## config.mk

```make
export PLATFORM = sky130hd
export DESIGN_NAME = confrontatore_seq
export DESIGN_NICKNAME = d
export VERILOG_FILES = /design/src/rtl/confrontatore_pkg.sv /design/src/rtl/confrontatore_chunk.sv /design/src/rtl/confrontatore_seq.sv
export SDC_FILE = /design/constraint.sdc
export NUM_CORES = 1
export LEC_CHECK = 0
export CAP_MARGIN = 15
export CORE_MARGIN = 2
export CORE_UTILIZATION = 54
export DETAILED_ROUTE_END_ITERATION = 8
export DONT_BUFFER_PORTS = 1
export PLACE_DENSITY = 0.75
export SYNTH_ARGS = -nofsm -noshare
export SYNTH_HDL_FRONTEND = slang
export SYNTH_HIERARCHICAL = 1
export SYNTH_SLANG_ARGS = --single-unit
```

## constraint.sdc

```tcl
create_clock -name clock -period 1.9 [get_ports clock]
set_input_delay 0.38 -clock clock [delete_from_list [all_inputs] [get_ports clock]]
set_output_delay 0.38 -clock clock [all_outputs]
set_load 0.05 [all_outputs]
```

## src/rtl/confrontatore_pkg.sv

```systemverilog
// Shared types and helpers for the sequential chunked comparator.
package confrontatore_pkg;

  typedef enum logic [1:0] {
    StIdle,
    StCmp,
    StDone
  } state_e;

  // Chunk index counter width; never narrower than one bit.
  function automatic int unsigned cnt_width(input int unsigned chunks);
    return (chunks > 1) ? $clog2(chunks) : 1;
  endfunction

endpackage

```

## src/rtl/confrontatore_chunk.sv

```systemverilog
// Combinational K-bit chunk compare: inequality, plus unsigned less-than
// when CONFRONTATORE_SEQ_MAG_EN is defined.
module confrontatore_chunk #(
  parameter int unsigned K = 4
) (
  input  logic [K-1:0] a,
  input  logic [K-1:0] b,
`ifdef CONFRONTATORE_SEQ_MAG_EN
  output logic         lt,
`endif
  output logic         ne
);

  assign ne = (a != b);
`ifdef CONFRONTATORE_SEQ_MAG_EN
  assign lt = (a < b);
`endif

endmodule

```

## src/rtl/confrontatore_seq.sv

```systemverilog
// Multi-cycle N-bit comparator, MS chunk first with early exit on the first
// differing chunk. Magnitude (minore) output enabled by CONFRONTATORE_SEQ_MAG_EN.
module confrontatore_seq
  import confrontatore_pkg::*;
#(
  parameter int unsigned N = 16,
  parameter int unsigned K = 4
) (
  input  logic         clock,
  input  logic         reset,
  input  logic         in_valid,
  output logic         in_ready,
  input  logic [N-1:0] x1,
  input  logic [N-1:0] x2,
  output logic         out_valid,
  input  logic         out_ready,
`ifdef CONFRONTATORE_SEQ_MAG_EN
  output logic         minore,
`endif
  output logic         diverso
);

  localparam int unsigned CHUNKS = N / K;
  localparam int unsigned IdxW   = cnt_width(CHUNKS);

  if ((K == 0) || (N % K != 0)) begin : g_bad_k
    $error("confrontatore_seq: N must be a non-zero multiple of K");
  end

  state_e           state_q, state_d;
  logic [N-1:0]     a_q, a_d;
  logic [N-1:0]     b_q, b_d;
  logic [IdxW-1:0]  idx_q, idx_d;
  logic             out_valid_q, out_valid_d;
  logic             diverso_q, diverso_d;
  logic [K-1:0]     chunk_a, chunk_b;
  logic             chunk_ne;
`ifdef CONFRONTATORE_SEQ_MAG_EN
  logic             minore_q, minore_d;
  logic             chunk_lt;
`endif

  assign chunk_a = a_q[idx_q*K +: K];
  assign chunk_b = b_q[idx_q*K +: K];

  confrontatore_chunk #(
    .K (K)
  ) u_chunk (
    .a  (chunk_a),
    .b  (chunk_b),
`ifdef CONFRONTATORE_SEQ_MAG_EN
    .lt (chunk_lt),
`endif
    .ne (chunk_ne)
  );

  always_comb begin
    state_d     = state_q;
    a_d         = a_q;
    b_d         = b_q;
    idx_d       = idx_q;
    out_valid_d = out_valid_q;
    diverso_d   = diverso_q;
`ifdef CONFRONTATORE_SEQ_MAG_EN
    minore_d    = minore_q;
`endif
    unique case (state_q)
      StIdle: begin
        if (in_valid) begin
          a_d     = x1;
          b_d     = x2;
          idx_d   = IdxW'(CHUNKS - 1);
          state_d = StCmp;
        end
      end
      StCmp: begin
        if (chunk_ne) begin
          diverso_d   = 1'b1;
`ifdef CONFRONTATORE_SEQ_MAG_EN
          minore_d    = chunk_lt;
`endif
          out_valid_d = 1'b1;
          state_d     = StDone;
        end else if (idx_q == '0) begin
          diverso_d   = 1'b0;
`ifdef CONFRONTATORE_SEQ_MAG_EN
          minore_d    = 1'b0;
`endif
          out_valid_d = 1'b1;
          state_d     = StDone;
        end else begin
          idx_d = idx_q - IdxW'(1);
        end
      end
      StDone: begin
        if (out_ready) begin
          out_valid_d = 1'b0;
          state_d     = StIdle;
        end
      end
      default: state_d = StIdle;
    endcase
  end

  // Operand registers are not cleared: they are only read after an accept.
  always_ff @(posedge clock) begin
    if (reset) begin
      state_q     <= StIdle;
      idx_q       <= '0;
      out_valid_q <= 1'b0;
      diverso_q   <= 1'b0;
`ifdef CONFRONTATORE_SEQ_MAG_EN
      minore_q    <= 1'b0;
`endif
    end else begin
      state_q     <= state_d;
      a_q         <= a_d;
      b_q         <= b_d;
      idx_q       <= idx_d;
      out_valid_q <= out_valid_d;
      diverso_q   <= diverso_d;
`ifdef CONFRONTATORE_SEQ_MAG_EN
      minore_q    <= minore_d;
`endif
    end
  end

  assign in_ready  = (state_q == StIdle) && !reset;
  assign out_valid = out_valid_q;
  assign diverso   = diverso_q;
`ifdef CONFRONTATORE_SEQ_MAG_EN
  assign minore    = minore_q;
`endif

endmodule

```

# After elaboration in Yosys (flattened, before gate mapping)
# Cells that the tools add are included.
word_totals:
  latch_bits: 0
  ram_bits: 0
  in_bits: 36
  output_inout_bits: 3
  ff_bits: 38
  romBits: 0
  elab_cells: 45
  memories: 0
classes:
  n_mux: 15
  n_shift: 2
  eq_ne: 8
  n_reduce_logical: 12
  magnitude_cmp: 0
  n_div: 0
  multipliers: 0
  n_bitwise: 1
  add_sub_neg: 1
op_table:
  columns: ["operator", "count"]
  rows:
  - ["$shiftx 16x5->4", 2]
  - ["$mux 2", 7]
  - ["$reduce_and 3->1", 3]
  - ["$ne 2x2->1 const B", 4]
  - ["$pmux 2 s3", 1]
  - ["$reduce_bool 2->1", 3]
  - ["$mux 1", 5]
  - ["$logic_not 2->1", 2]
  - ["$ne 4x4->1", 1]
  - ["$pmux 2 s2", 1]
  - ["$reduce_and 4->1", 1]
  - ["$ne 3x3->1 const B", 1]
  - ["$eq 2x1->1 const B", 1]
  - ["$eq 2x2->1 const B", 1]
  - ["$pmux 1 s2", 1]
  - ["$reduce_and 2->1", 1]
  - ["$sub 2x1->2 const B", 1]
  - ["$logic_and 1x1->1", 1]
  - ["$logic_not 1->1", 1]
  - ["$not 1->1", 1]

# Logic depth before layout (Yosys ltp)
# Gate-level depths: netlist of run 1.
logic_depth:
  word_depth: 4
  depth_mapped: 7

# Hierarchy
# Netlist of run 1, hierarchy kept.
by_module_without_submodules:
  columns: ["mod", "n_inst", "area_per_inst_um2", "cells_per_inst", "seq_area_each_um2"]
  rows:
  - ["confrontatore_seq", 1, 1477.7, 77, 1081.0]
  - ["confrontatore_chunk", 1, 41.3, 5, 0.0]

# Least setup slack after synthesis of run 1
# No wires, ideal clock.
synth_path:
  kind: "reg2reg"
  from: "register state_q[0]"
  to: "register a_q[0], enable pin"
  required_time_ns: 1.508
  n_path_buf: 1
  t_arrival_ns: 2.511
  period_less_slack_ns: 2.902
  path_stages_with_launch: 4
  setup_slack_ns: -1.002
  path_cell_list: "dfxtp_1 > buf_2 > nor3_1 > and2_1"
synth_between:
  elab_chain_len: 2
synth_rtl:
  columns: ["item", "line_no", "rtl"]
  rows:
  - ["start: declaration", "confrontatore_seq.sv:30", "state_e state_q, state_d;"]
  - ["start signal: assignment", "confrontatore_seq.sv:108", "state_q <= StIdle;"]
  - ["start signal: assignment", "confrontatore_seq.sv:116", "state_q <= state_d;"]
  - ["$logic_not 2->1", "confrontatore_seq.sv:67", "unique case (state_q)"]
  - ["$reduce_and 3->1 (no line)", null, null]
  - ["end signal: assignment", "confrontatore_seq.sv:117", "a_q <= a_d;"]
  - ["end: declaration", "confrontatore_seq.sv:31", "logic [N-1:0] a_q, a_d;"]
# Every way passes these cells.
# A chain may end at the register's enable or synchronous reset.

# Worst setup path after layout of run 1
layout_path:
  from: "register idx_q[0]"
  to: "register idx_q[0]"
layout_between:
  elab_chain_len: 4
  elab_cells_between_ends: 11
  cone_classes: "add/sub: 1; eq/ne: 3; shift: 2; mux: 3; reduce/logical: 2"
layout_rtl:
  columns: ["item", "line_no", "rtl"]
  rows:
  - ["start: declaration", "confrontatore_seq.sv:33", "logic [IdxW-1:0] idx_q, idx_d;"]
  - ["start signal: assignment", "confrontatore_seq.sv:119", "idx_q <= idx_d;"]
  - ["$shiftx 16x5->4", "confrontatore_seq.sv:44", "assign chunk_b = b_q[idx_q*K +: K];"]
  - ["named net chunk_b[1]", "confrontatore_seq.sv:36", "logic [K-1:0] chunk_a, chunk_b;"]
  - ["$ne 4x4->1", "confrontatore_chunk.sv:14", "assign ne = (a != b);"]
  - ["named net chunk_ne", "confrontatore_seq.sv:37", "logic chunk_ne;"]
  - ["$ne 2x2->1 (no line)", null, null]
  - ["$reduce_and 4->1 (no line)", null, null]
# The timed path passes the listed nets, and every way through them passes these cells. The select of a mux whose other input is x is not followed.

==> results.ini, run 1 <==
[clock_network]
cts_sinks=38
root_buffer=clkbuf_4
clock_latency_ps=340
clk_pin_slew_ps=120
cts_max_level=2
cts_buffers=5
ctsHoldBuffers=0
clock_path_buffers=2
tritoncts=built

[job]
drv_cap=0

[final_layout]
stdcell_count=123
multi_input_area_um2=430
fillers=221
fin_area_mm2=0.00170
syn_to_final_growth_pct=11.9
regArea_mm2=0.00108
final_layout_size_suffix_gt1_frac=0.326
n_antenna_cell=0
fin_util=0.627
final_nets=128

[min_path]
min_from=reset
worstHoldPathType=primary input to flop

[timing]
setup-violations-final=5
slew_viol_final=0
min_period_ps=2130
max_freq_mhz=470
rsz0062_at_grt=true
finalHoldViolCount=0
maxSlewHeadroom=0.641
fin_skew_ps=20.4
post-route-period-util=1.12
worstMarginPinSlew_ps=538
hold-worst-slack_ps=86.2
timing.final.ws_setup_ps=-229

[floorplanning]
core-area_mm2=0.00271
start_util=0.560
rows=19
dieArea_mm2=0.00325
ioPinCount=39
die_h_um=57.0
chipWidth_um=57.0

[drt]
drc=0
dr.first_iter.drc_count=35
via_per_inst=5.91
first_pass_iters=4
vias=727
wl_um=2120
wl_per_cell_um=17.2
drtAntennaViolNets=0

[synthesis]
synth_area_mm2=0.00152
yosysWarnings=6
async_reset_ff_frac=0
syn_area_per_cell_um2=18.5
synth_top_area_cell=edfxtp_1
netlist_top_cells_count=32 x edfxtp_1, 8 x mux4_2, 6 x dfxtp_1
synthFlopType=edfxtp_1
ys_ff_latch=38
synth.most_common_cell=edfxtp_1
synth_top_area_frac=0.633
seq_area_frac_synth=0.712
synth-edff-count=32
synthCells=82
synthTopCellsByArea=edfxtp_1 63%, mux4_2 12%, dfxtp_1 7.9%
syn_nets=119
ys_types=25

[global_route]
use_met3=0.0862
antenna_found_initial=0
grt_pass1_vias=747
grtUsageTotal=0.145
grt.overflow.total=0
use_met1=0.158
top_usage_layer=met2
grt_pass1_wl_um=3330
grt_max_degree=33
grtUsageMet2=0.230

[status]
violations=setup timing
outcome=finished, violations left

[critical_path]
crit_chain=buf_12 > mux4_2 > xnor2_1 > nand4_1 > or4b_4 > o21ai_2 > a221oi_2
cp.depth=7
worstReg2RegStart=idx_q[0]
critical_path_class=flop to flop
crit_path_max_incr_delay_ps=530
r2r_cells=7
required_ps=2110
crit_buf_inv=1
crit_family=simple AND/OR/NAND/NOR gates
rrSetupSlack_ps=-230
startpoint_type=flop
slowest_stage=or4b_4
rr_endpoint=idx_q[0]
critical_path.endpoint=idx_q[0]
worstPathArrival_ps=2340
end_kind=flop
cp_max_fo=10
worstSetupStartpoint=idx_q[0]

[place]
pre_cts_ws_ps=-261
dp_hpwl_um=1490
placed_area_mm2=0.00162
port_buffers=0
gp_congestion=0.776
dp.cells=114

[pwr]
p_per_area_mw_per_mm2=951
power.leakage_nw=0.548
ir_drop_v=0.000745

==> cell type report <==
class | count | area share
sequential | 38 | 0.637
multi-input combinational | 37 | 0.253
timing repair buffer | 6 | 0.0486
tap | 31 | 0.0228
clock buffer | 5 | 0.0221
clock inverter | 3 | 0.00957
inverter | 3 | 0.00663
==> state kept, by name, indices dropped and copies added, names as in the netlist <==
name and count:
a_q 16, b_q 16, idx_q 2, state_q 2, diverso 1, out_valid 1
==> power by group <==
| part | switching, mW | total [mW] | internal, mW |
|---|---|---|---|
| Clock | 0.246 | 0.384 | 0.138 |
| Combinational | 0.104 | 0.233 | 0.128 |
| Sequential | 0.0421 | 0.999 | 0.957 |
==> worst min path at each step <==
stage	endpoint	slack [ps]	cells past startpoint
2_1_floorplan	idx_q[0]	450	1
3_3_place_gp	idx_q[0]	450	1
3_5_place_dp	idx_q[0]	450	1
4_1_cts	idx_q[0]	70	1
5_1_grt	idx_q[0]	40	1
6_report	out_valid	90	1
==> kinds of logic (layout without fill, tap and decap cells) <==
family          Yosys count  count (layout)  share of synthesized area
simple gates             12              12                     0.0470
fa+ha+maj                 1               1                    0.00824
xor+xnor                  4               4                     0.0231
buf+inv                   7              17                     0.0264
mux                      10              10                      0.132
compound gates           10              10                     0.0519
flops                    38              38                      0.712
==> stage by stage <==
step                      total power [mW]  setup TNS, ps
after floorplan                       1.18           -186
after global placement                1.23           -671
after detailed placement              1.23           -933
after CTS                             1.63           -654
after global routing                  1.70          -1130
final                                 1.62           -569
==> metal layers <==
layer	wire length [µm]	vias up
met4	25	0
met3	163	5
met5	0	-
met2	1120	24
li1	-	345
met1	809	353
==> placed cells by master, fill, tap and decap left out, drive strengths merged <==
master and count:
edfxtp 32, a21oi 2, a22oi 1, o21a 1
ha 1, a221oi 1, o21bai 2, nor2 4
a311o 1, clkinv 2, clkinvlp 1, mux4 8
nor3 2, inv 3, buf 6, dfxtp 6
clkbuf 5, xnor2 4, mux2i 2, and2 1
nand4 1, o21ai 2, nor2b 2, nand3b 1
or4b 1
==> timing repair <==
| item | 4_1_cts | 5_1_grt |
|---|---|---|
| setup buffers | 0 | 1 |
| resized for setup | 4 | 1 |
| pin swaps | 0 | 2 |
| setup endpoints to repair | 5 | 6 |
Power figures use the tool's default switching activity.
==> run 2: changes to the inputs <==
--- a/config.mk
+++ b/config.mk
@@ -10,6 +10,7 @@
 export CORE_UTILIZATION = 54
 export DETAILED_ROUTE_END_ITERATION = 8
 export DONT_BUFFER_PORTS = 1
+export HOLD_SLACK_MARGIN = 0.1
 export PLACE_DENSITY = 0.75
 export SYNTH_ARGS = -nofsm -noshare
 export SYNTH_HDL_FRONTEND = slang
==> run 2 against run 1 <==
Against the previous run: the flow still finishes with violations (setup timing); count of clock-buffer cells in the layout unchanged; combinational power up 11%; sequential share of layout area fell by 4.9 points; non-clock buffer count is 14 higher; critical endpoint unchanged.
==> results.ini, run 2 (synthesis gave the netlist of run 1 again) <==
[status]
outcome=finished, violations left
violations=setup timing

[timing]
worstMarginPinSlew_ps=532
min_period_ps=2130
maxSlewHeadroom=0.645
fin_skew_ps=20.0
max_freq_mhz=469
timing.final.ws_setup_ps=-234
finalHoldViolCount=0
setup-violations-final=5
hold-worst-slack_ps=139
post-route-period-util=1.12
rsz0062_at_grt=true
slew_viol_final=0

[drt]
wl_um=2280
via_per_inst=5.69
vias=779
drtAntennaViolNets=0
wl_per_cell_um=16.7
first_pass_iters=4
drc=0
dr.first_iter.drc_count=25

[critical_path]
required_ps=2120
crit_chain=buf_12 > mux4_2 > xnor2_1 > nand4_1 > or4b_4 > o21ai_2 > a221oi_2
rrSetupSlack_ps=-230
cp_max_fo=10
worstReg2RegStart=idx_q[0]
crit_buf_inv=1
slowest_stage=or4b_4
worstPathArrival_ps=2350
critical_path_class=flop to flop
r2r_cells=7
crit_family=simple AND/OR/NAND/NOR gates
rr_endpoint=idx_q[0]
end_kind=flop
crit_path_max_incr_delay_ps=530
startpoint_type=flop

[floorplanning]
ioPinCount=39
dieArea_mm2=0.00325
core-area_mm2=0.00271
chipWidth_um=57.0
die_h_um=57.0
start_util=0.560
rows=19

[clock_network]
clk_pin_slew_ps=110
cts_buffers=5
cts_max_level=2
root_buffer=clkbuf_4
clock_path_buffers=2
cts_sinks=38
clock_latency_ps=340
tritoncts=built

[pwr]
swShare=0.244
ir_drop_v=0.000738
p_sw_mw=0.401
p_per_area_mw_per_mm2=893
pwr-share-clk=0.235
p_total_mw=1.64
pwr-share-comb=0.157
power.leakage_nw=0.606
seq_power_share=0.608
cellInternalPower_mw=1.24

[place]
dp_hpwl_um=1490
port_buffers=0
gp_congestion=0.776

[final_layout]
n_antenna_cell=0
syn_to_final_growth_pct=21.1
layout_common_cells=32 x edfxtp_1, 14 x dlygate4sd3_1, 8 x mux4_2
final_nets=142
final_layout_size_suffix_gt1_frac=0.283
final_common_cell=edfxtp_1
fin_util=0.679
reg.largest.list=a_q (16), b_q (16)

[global_route]
grtUsageMet2=0.236
grt_max_degree=33
top_usage_layer=met2
grtUsageTotal=0.147
use_met3=0.0862
grt_pass1_vias=760
use_met1=0.158
antenna_found_initial=0
grt_pass1_wl_um=3380
grt.overflow.total=0

[min_path]
min_from=x1[11]
worstHoldPathType=primary input to flop
whs_path_depth=0
hold_path_end=a_q[11]

[job]
drv_cap=0

-- run 2: through the flow --
step                      setup TNS (ps)  instances  instance area, µm²  setup slack (ps)
final                               -623        137                1840              -234
after global routing               -1190        137                1840              -299
after CTS                           -665        123                1700              -242
after detailed placement            -933        114                1620              -261
after global placement              -671        114                1620              -219
after floorplan                     -186         82                1540              -186
-- run 2: per-layer routing --
metal	part of all wire	routed length, µm
met5	0	0
met4	0.011	25
met3	0.073	166
met2	0.53	1220
met1	0.38	876
-- run 2: timing repair --
item / CTS / global route
resized for setup: 4 / 1
endpoints found under the setup margin: 5 / 6
pin swaps: 0 / 2
hold buffers: 1 / 13
endpoints found under the hold margin: 5 / 13
setup buffers: 0 / 1
-- run 2: final cells by class --
class	instances	area [µm²]
Fill cell	203	871
Timing Repair Buffer	20	223
Inverter	3	11.3
Clock inverter	3	16.3
Tap cell	31	38.8
Sequential cell	38	1080
Multi-Input combinational cell	37	430
Clock buffer	5	37.5
-- run 2: power by group through the flow --
stage | combinational [mW] | clock (mW) | sequential (mW)
3_5_place_dp | 0.217 | 0 | 1.02
5_1_grt | 0.279 | 0.446 | 1.00
3_3_place_gp | 0.212 | 0 | 1.02
2_1_floorplan | 0.175 | 0 | 1.00
6_report | 0.258 | 0.386 | 0.999
4_1_cts | 0.233 | 0.397 | 0.999
-- run 2: worst max-delay path by stage --
| stage | endpoint | cells past startpoint | startpoint |
|---|---|---|---|
| 2_1_floorplan | idx_q[0] | 7 | idx_q[0] |
| 3_3_place_gp | idx_q[0] | 7 | idx_q[0] |
| 3_5_place_dp | idx_q[0] | 7 | idx_q[0] |
| 4_1_cts | idx_q[0] | 7 | idx_q[0] |
| 5_1_grt | idx_q[0] | 7 | idx_q[0] |
| 6_report | idx_q[0] | 7 | idx_q[0] |
==> run 3: changes to the inputs <==
--- a/config.mk
+++ b/config.mk
@@ -12,6 +12,7 @@
 export DONT_BUFFER_PORTS = 1
 export HOLD_SLACK_MARGIN = 0.1
 export PLACE_DENSITY = 0.75
+export REMOVE_ABC_BUFFERS = 1
 export SYNTH_ARGS = -nofsm -noshare
 export SYNTH_HDL_FRONTEND = slang
 export SYNTH_HIERARCHICAL = 1
==> run 3 against run 2 <==
Against the previous run: the flow still finishes with violations (setup timing); first-iteration DRC count grew 20%; fmax up 0.86%; non-clock buffer count decreased by 7; combinational power fell by 2%; register-to-register slack improved by 20 ps; power increased by 10%; final area shrank 4.1%; highest routed layer unchanged.
==> results.ini, run 3 (synthesis gave the netlist of run 1 again) <==
[clock_network]
clk_pin_slew_ps=110
cts_sinks=38
cts_max_level=2
cts_buffers=5
clock_latency_ps=330
clock_path_buffers=2
root_buffer=clkbuf_4
tritoncts=built

[pwr]
p_total_mw=1.81
ir_drop_v=0.000826
p_per_area_mw_per_mm2=1030
power.leakage_nw=0.600

[final_layout]
final_layout_size_suffix_gt1_frac=0.364
fillers=188
multi_input_area_um2=437
regArea_mm2=0.00108
reg.largest.list=a_q (16), b_q (16)
n_antenna_cell=0
syn_to_final_growth_pct=16.1
layout_common_cells=32 x edfxtp_1, 10 x buf_4, 8 x mux4_2
final_common_cell=edfxtp_1
final_nets=135

[floorplanning]
chipWidth_um=57.0
rows=19
dieArea_mm2=0.00325
start_util=0.560
ioPinCount=39
die_h_um=57.0
core-area_mm2=0.00271

[critical_path]
crit_path_max_incr_delay_ps=540
critical_path_class=flop to flop
end_kind=flop
crit_chain=buf_4 > mux4_2 > xnor2_2 > nand4_1 > or4b_4 > o21ai_2 > a221oi_2
startpoint_type=flop
worstPathArrival_ps=2330
slowest_stage=mux4_2
required_ps=2110
cp_max_fo=3

[drt]
drtAntennaViolNets=0
wl_per_cell_um=17.9
first_pass_iters=4
drc=0
dr.first_iter.drc_count=30
via_per_inst=5.89
vias=766
wl_um=2320

[timing]
hold-worst-slack_ps=135
setup_tns_ps=-740
max_freq_mhz=473
post-route-period-util=1.11
slew_viol_final=0
timing.final.ws_setup_ps=-216
setup-violations-final=5
maxSlewHeadroom=0.643
rsz0062_at_grt=true
fin_skew_ps=4.32
min_period_ps=2120
finalHoldViolCount=0
worstMarginPinSlew_ps=534

[place]
gp_congestion=0.742
dp_hpwl_um=1600
port_buffers=0

[job]
drv_cap=0

[min_path]
worstHoldPathType=primary input to flop

[status]
outcome=finished, violations left
violations=setup timing

[global_route]
antenna_found_initial=0
grt_pass1_vias=829
grt.overflow.total=0
grt_pass1_wl_um=3950
grt_max_degree=20
grtUsageTotal=0.167

[run 3: layout make-up]
type | count | area share
clock buffer | 7 | 0.0312
clock inverter | 1 | 0.0170
inverter | 3 | 0.00638
multi-input combinational | 37 | 0.248
sequential | 38 | 0.613
tap | 31 | 0.0220
timing repair buffer | 13 | 0.0624
[run 3: repair_timing]
action | 4_1_cts | 5_1_grt
hold buffers | 1 | 1
gates resized for setup | 6 | 3
setup buffers | 0 | 3
setup endpoints to repair | 6 | 6
pin swaps | 3 | 2
endpoints found under the hold margin | 4 | 1
[run 3: report_power, final]
part | total [mW] | switching [mW] | internal, mW
logic | 0.253 | 0.116 | 0.137
registers | 0.997 | 0.0404 | 0.957
clock network | 0.561 | 0.246 | 0.314
total | 1.81 | 0.403 | 1.41
[run 3: critical path, delay by kind of cell (launching register included)]
kind	cells	cell delay (ps)
multiplexers	1	540
XOR/XNOR	1	200
flip-flops	1	360
AO/OA/AOI/OAI	2	140
AND/OR/NAND/NOR	2	640
buffers and inverters	1	130
[run 3: final timing paths]
kind | from | to | slack (ps) | cells after the start
hold / removal | x2[5] | b_q[5] | 130 | 0
setup reg to reg | idx_q[0] | idx_q[0] | -220 | 7
setup / recovery | idx_q[0] | idx_q[0] | -220 | 7
hold reg to reg | state_q[1] | state_q[0] | 640 | 1
[run 3: layer usage]
layer | track usage | routed length [µm] | vias up | share of wire
li1 | - | - | 354 | -
met4 | 0.0698 | 38 | 0 | 0.016
met3 | 0.0658 | 143 | 4 | 0.062
met1 | 0.205 | 928 | 378 | 0.40
met5 | 0 | 0 | - | 0
met2 | 0.266 | 1210 | 30 | 0.52
[run 3: per-stage QoR]
| stage | setup WS (ps) | area (µm²) | instances | util |
|---|---|---|---|---|
| 2_1_floorplan | -955 | 1490 | 78 | - |
| 3_3_place_gp | -287 | 1590 | 117 | 0.588 |
| 3_5_place_dp | -322 | 1590 | 117 | 0.588 |
| 4_1_cts | -205 | 1710 | 126 | 0.632 |
| 5_1_grt | -268 | 1760 | 130 | 0.651 |
| 6_report | -216 | 1760 | 130 | 0.651 |
